`src/rtl/seq_mul_pkg.sv`:
```
// Shared definitions for the parametrised sequential shift-add multiplier.
//
// Contents:
//   SEQ_MUL_WIDTH_DEF - default operand width
//   seq_mul_state_t   - controller state encoding (IDLE / CALC / DONE)
package seq_mul_pkg;

  localparam int unsigned SEQ_MUL_WIDTH_DEF = 8;

  typedef enum logic [1:0] {
    S_IDLE = 2'd0,
    S_CALC = 2'd1,
    S_DONE = 2'd2
  } seq_mul_state_t;

endpackage

```
`src/rtl/seq_mul_abs.sv`:
```
// Combinational two's-complement conditional negate.
// Produces |x| when negate is driven by the sign bit of a sign-extended
// operand, and -x when applying a product sign. Only instantiated when the
// multiplier is built with SEQ_MUL_SIGNED_EN.
//
// Ports:
//   din    [W-1:0]  value to pass through or negate
//   negate          1: dout = -din, 0: dout = din
//   dout   [W-1:0]  result, truncated to W bits
module seq_mul_abs #(
  parameter int unsigned W = 8
) (
  input  logic [W-1:0] din,
  input  logic         negate,
  output logic [W-1:0] dout
);

  always_comb begin
    dout = negate ? (~din + W'(1)) : din;
  end

endmodule

```
`src/rtl/seq_mul_param.sv`:
```
// Parametrised sequential shift-add multiplier with a start/in_ready input
// handshake and an out_valid/out_ready output handshake with backpressure.
// A multiply takes a fixed WIDTH iterations; out_valid rises WIDTH+1 edges
// after the accepting edge.
//
// Build option:
//   SEQ_MUL_SIGNED_EN - operands treated as two's complement; magnitudes are
//                       multiplied and the product sign applied at the end.
//                       Undefined: purely unsigned.
//
// Ports:
//   CLK                 rising-edge clock
//   reset               synchronous, active-high reset
//   start               begin a multiply (accepted only while in_ready=1)
//   in_a   [WIDTH-1:0]  multiplicand, captured on the accepting edge
//   in_b   [WIDTH-1:0]  multiplier, captured on the accepting edge
//   in_ready            high only in IDLE
//   out    [2*WIDTH-1:0] registered product, held until overwritten
//   out_valid           high only in DONE
//   out_ready           consumer accepts the result when out_valid & out_ready
module seq_mul_param
  import seq_mul_pkg::*;
#(
  parameter int unsigned WIDTH = SEQ_MUL_WIDTH_DEF
) (
  input  logic                 CLK,
  input  logic                 reset,
  input  logic                 start,
  input  logic [WIDTH-1:0]     in_a,
  input  logic [WIDTH-1:0]     in_b,
  output logic                 in_ready,
  output logic [2*WIDTH-1:0]   out,
  output logic                 out_valid,
  input  logic                 out_ready
);

  localparam int unsigned CNT_W = $clog2(WIDTH + 1);
  localparam int unsigned PW    = 2 * WIDTH;
`ifdef SEQ_MUL_SIGNED_EN
  // One extra bit so the magnitude of -2^(WIDTH-1) is representable.
  localparam int unsigned MAG_W = WIDTH + 1;
`else
  localparam int unsigned MAG_W = WIDTH;
`endif

  seq_mul_state_t   state, state_nxt;
  logic [CNT_W-1:0] cnt;
  logic [PW-1:0]    acc;
  logic [PW-1:0]    mcand;
  logic [MAG_W-1:0] mplier;

  logic [PW-1:0]    a_load;
  logic [MAG_W-1:0] b_load;
  logic [PW-1:0]    res_final;
  logic             last;

  // Counter reaching WIDTH means all iterations are done; that CALC cycle
  // only transfers the result, giving the fixed WIDTH+1 edge latency.
  assign last = (cnt == CNT_W'(WIDTH));

`ifdef SEQ_MUL_SIGNED_EN
  logic [WIDTH:0] a_mag, b_mag;
  logic           sign_q;

  seq_mul_abs #(.W(WIDTH + 1)) u_abs_a (
    .din    ({in_a[WIDTH-1], in_a}),
    .negate (in_a[WIDTH-1]),
    .dout   (a_mag)
  );

  seq_mul_abs #(.W(WIDTH + 1)) u_abs_b (
    .din    ({in_b[WIDTH-1], in_b}),
    .negate (in_b[WIDTH-1]),
    .dout   (b_mag)
  );

  seq_mul_abs #(.W(PW)) u_neg_res (
    .din    (acc),
    .negate (sign_q),
    .dout   (res_final)
  );

  assign a_load = PW'(a_mag);
  assign b_load = b_mag;

  always_ff @(posedge CLK) begin
    if (reset) begin
      sign_q <= 1'b0;
    end else if (state == S_IDLE && start) begin
      sign_q <= in_a[WIDTH-1] ^ in_b[WIDTH-1];
    end
  end
`else
  assign a_load    = PW'(in_a);
  assign b_load    = in_b;
  assign res_final = acc;
`endif

  // State register
  always_ff @(posedge CLK) begin
    if (reset) begin
      state <= S_IDLE;
    end else begin
      state <= state_nxt;
    end
  end

  // Next-state logic; unused encodings fall back to IDLE
  always_comb begin
    state_nxt = state;
    case (state)
      S_IDLE: if (start)     state_nxt = S_CALC;
      S_CALC: if (last)      state_nxt = S_DONE;
      S_DONE: if (out_ready) state_nxt = S_IDLE;
      default:               state_nxt = S_IDLE;
    endcase
  end

  assign in_ready  = (state == S_IDLE);
  assign out_valid = (state == S_DONE);

  // Datapath: operand capture, shift-add iterations, result register
  always_ff @(posedge CLK) begin
    if (reset) begin
      cnt    <= '0;
      acc    <= '0;
      mcand  <= '0;
      mplier <= '0;
      out    <= '0;
    end else begin
      case (state)
        S_IDLE: begin
          if (start) begin
            mcand  <= a_load;
            mplier <= b_load;
            acc    <= '0;
            cnt    <= '0;
          end
        end
        S_CALC: begin
          if (last) begin
            out <= res_final;
          end else begin
            if (mplier[0]) begin
              acc <= acc + mcand;
            end
            mcand  <= mcand << 1;
            mplier <= mplier >> 1;
            cnt    <= cnt + 1'b1;
          end
        end
        default: begin
        end
      endcase
    end
  end

endmodule

```
`config.mk`:
```
export PLATFORM = sky130hd
export DESIGN_NAME = seq_mul_param
export DESIGN_NICKNAME = d
export VERILOG_FILES = /design/src/rtl/seq_mul_pkg.sv /design/src/rtl/seq_mul_abs.sv /design/src/rtl/seq_mul_param.sv
export SDC_FILE = /design/constraint.sdc
export NUM_CORES = 1
export LEC_CHECK = 0
export ABC_AREA = 1
export BUFFER_PORTS_ARGS = -buffer_cell sky130_fd_sc_hd__buf_2
export CAP_MARGIN = 5
export CORE_ASPECT_RATIO = 1.5
export CORE_MARGIN = 2
export CORE_UTILIZATION = 55
export CTS_CLUSTER_DIAMETER = 200
export DETAILED_ROUTE_END_ITERATION = 8
export PLACE_DENSITY = 0.76
export SLEW_MARGIN = 20
export SYNTH_ARGS = -nofsm -noshare
export SYNTH_HDL_FRONTEND = slang
export SYNTH_SLANG_ARGS = --single-unit
```
`constraint.sdc`:
```
create_clock -name CLK -period 5 [get_ports CLK]
set_input_delay 0.25 -clock CLK [delete_from_list [all_inputs] [get_ports CLK]]
set_output_delay 0.25 -clock CLK [all_outputs]
set_load 0.02 [all_outputs]
```
==> impl_metrics.tcl <==
set metrics [dict create \
    crit_type "flip-flop to flip-flop" \
    drc_errors 0 \
    cts_max_level 3 \
    cp-start-kind "flip-flop" \
    timing.final.setup_violations 0 \
    finalHoldViolCount 0 \
    finalWeightedCongestion 0.924 \
    max_freq_mhz 398 \
    ioPinCount 38 \
    design_area_um2 3640 \
    synth-edff-count 0 \
    vdd.ir_drop.worst_v 0.000152 \
    area.growth.synth_to_final_pct 11.6 \
    grt_start_max_net_pins 43 \
    first_iter_violations 146 \
    min_period_over_period_pct 50.2 \
    detailroute.via_count 3057 \
    die_area_um2 6570 \
    drt-wirelength-per-cell_um 12.3 \
    place_area_um2 3460 \
    synth_top_family_by_area "simple AND/OR/NAND/NOR gates" \
    fin_tns_setup_ns 0 \
    tritoncts_clock_tree "built" \
    diodes 0 \
    worst_setup_path_end_kind "flip-flop" \
    switching_part_of_the_total_power_pct 26.7 \
    antenna_left 0 \
    netlist.top_cell.by_area "dfxtp_1" \
    max_cap_violations 0 \
    final_nets 548 \
    clkTransAtPathRegs_ns 0.06 \
    tritoncts.num_buffers 9 \
    cts_resized 0 \
    synth_simple_gate_area_share_pct 30.3 \
    critPathMostFrequentCell "inv_2" \
    postSynth.asyncResetShare_pct 0 \
    crit_required_ns 5.26 \
    yosys-top-cells-area "dfxtp_1, nand2_1, ha_1, a21oi_1, inv_1" \
    critical-path-slowest-cell "nand2_2" \
    port_buffers 37 \
    worst_r2r_path_depth 10 \
    post-synth-top-area-fraction_pct 38.1 \
    initial_utilization_pct 56.4 \
    number_of_antenna_violations_at_the_first_check_in_global_routing 0 \
    clock_power_share_pct 38.1 \
    internal-power_uw 748 \
    synth_warnings 0 \
    power.static_leakage_uw 0.00174 \
    worstSkewPairLatency_ns 0.34 \
    setup_repair_after_global_routing_missed_its_margin "false" \
    floorplan.die.width_um 66.9 \
    synth.mux.area_fraction_pct 0 \
    critPathArrivalTime_ns 2.77 \
    max-clock-path-buffers 2 \
    switchingPower_uw 273 \
    detailedPlacementHpwl_um 5260 \
    final_period_minus_worst_setup_slack_ns 2.51 \
    layout-drive-gt1-share_pct 13.8 \
    synth.net_count 517 \
    synth-seq-area-share_pct 38.1 \
    via_per_inst 5.22 \
    critical_path.cell_chain "inv_2 > nor2_8 > nand2_1 > nand2_2 > inv_2 > nor2_8 > nand2_2 > inv_2 > nand3_1 > a21oi_1" \
    synth_fa_ha_area_share_pct 7.14 \
    num_rows 34 \
    grtUsageTotal_pct 24.4 \
    combPwrFrac_pct 10.8 \
    post_synth_inst_count 479 \
    largest_incremental_delay_on_the_critical_path_ns 0.49 \
    unique_cell_type_count_in_the_yosys_netlist 27 \
    ys_dominant_reg_cell "dfxtp_1" \
    finalPower_uw 1020 \
    skew_ns 0.00676 \
    synth-seq-cells 62 \
    pwr_density_cell_nw_per_um2 281 \
    cts-root-buf "clkbuf_8" \
    grt_overflow 0 \
    synth_xor_area_share_pct 1.07 \
    timing.max_slew.rel_slack_pct 42.8 \
    grt_pass1_vias 2839 \
    transition_time_at_the_pin_with_the_least_slew_margin_ns 0.857 \
    hold_path.class "input pin to flip-flop" \
    outcome "complete, no violations" \
    core_footprint_um2 5790 \
    number_of_detailed_routing_iterations_run_before_antenna_repair 4 \
    numClockSinks 62 \
    compound_gate_fraction_of_synth_area_pct 14.3 \
    chipHeight_um 98.3 \
    timing.hold.worst_path_depth 3 \
    post_synth_instance_area_um2 3260 \
    postSynthAreaPerCell_um2 6.81 \
    totalWireLength_um 7230 \
    critPathMaxFanout 42 \
    grt_pass1_wl_um 12400 \
    post_cts_hold_buffer_count 0 \
    seq_power_share_pct 51.1 \
    post_cts.repair.setup_buffers 0 \
    timing_max_transition_violations_final 0 \
]
-- final cells by class --
cell class              instances  area, µm²
fillers                       556       2150
multi-input cells             341       1720
inverters                      58        218
clock buffers                  11        151
well taps                      72       90.1
repair buffers                 38        193
flip-flops and latches         62       1240
clock inverters                 4       22.5
-- state kept, by name (all words and copies together) (netlist names) --
name / flops
mcand: 16
state: 2
cnt: 4
mplier: 8
acc: 16
out: 16
-- per-layer routing --
layer / part of all wire [%] / global-route usage [%]
met4: 1.1 / 8.63
met2: 53 / 43.5
met1: 42 / 27.7
met3: 3.7 / 5.53
met5: 0 / 0
-- critical path, delay by kind of cell, from the launching register on --
kind | cells | cell delay [ns]
AND/OR/NAND/NOR | 6 | 1.31
AO/OA/AOI/OAI | 1 | 0.15
buffers and inverters | 3 | 0.60
flip-flops | 1 | 0.38
-- final timing paths --
path                            endpoint  slack, ns              startpoint
hold / removal    mplier[7]$_SDFFE_PP0P_       0.16                 in_b[7]
hold reg to reg   mplier[7]$_SDFFE_PP0P_       0.47  mplier[7]$_SDFFE_PP0P_
setup reg to reg    acc[12]$_SDFFE_PP0P_       2.49   state[0]$_SDFFE_PP0P_
setup / recovery    acc[12]$_SDFFE_PP0P_       2.49   state[0]$_SDFFE_PP0P_
-- cell usage in the layout, fill, tap and decap left out --
master / instances
buf_4: 1
o31ai_1: 1
nand4_1: 3
and3_1: 1
clkbuf_8: 11
o21ai_0: 30
xnor2_1: 2
nor2_2: 2
inv_2: 6
clkinv_2: 3
nor2_8: 2
o22ai_1: 3
xor2_1: 2
nor2_1: 39
nand2_2: 3
dfxtp_1: 62
a21oi_1: 39
nor3_1: 6
nand3_1: 31
nand3b_1: 2
a211oi_1: 1
fa_1: 1
a31oi_1: 14
ha_1: 17
inv_1: 52
buf_2: 37
or2_2: 5
nand2_1: 137
clkinvlp_4: 1
-- per-stage QoR --
stage          hold slack, ns  instances  util, %  setup slack (ns)
6_report                0.163        586     62.9              2.49
5_1_grt                 0.170        586     62.9              2.24
4_1_cts                 0.149        586     62.9              2.47
3_5_place_dp            0.461        571     59.9              2.49
3_3_place_gp            0.456        571     59.9              2.64
2_1_floorplan           0.397        479        -              3.25
-- synth_stat cells, drive strengths merged, types with 3 or more instances --
cell type and n:
inv 58, nand2 140, buf 4, nor3 6, a21oi 39, clkbuf 14, dfxtp 62, o21ai 30
ha 17, nand3 31, or2 5, o22ai 3, nand4 3, a31oi 14, nor2 43
-- power by group through the flow --
| stage | sequential (µW) | clock [µW] | combinational, µW |
|---|---|---|---|
| 3_3_place_gp | 533 | 0 | 108 |
| 2_1_floorplan | 529 | 0 | 88.2 |
| 3_5_place_dp | 533 | 0 | 111 |
| 4_1_cts | 522 | 398 | 111 |
| 6_report | 522 | 389 | 110 |
| 5_1_grt | 524 | 416 | 126 |
-- kinds of logic after synthesis --
group                    count (synthesis)
flip-flops                              62
AO/OA/AOI/OAI                           88
buffers and inverters                   76
XOR/XNOR                                 4
adder cells (fa/ha/maj)                 18
AND/OR/NAND/NOR                        231
Note: power is estimated with default switching activity, not from simulation.
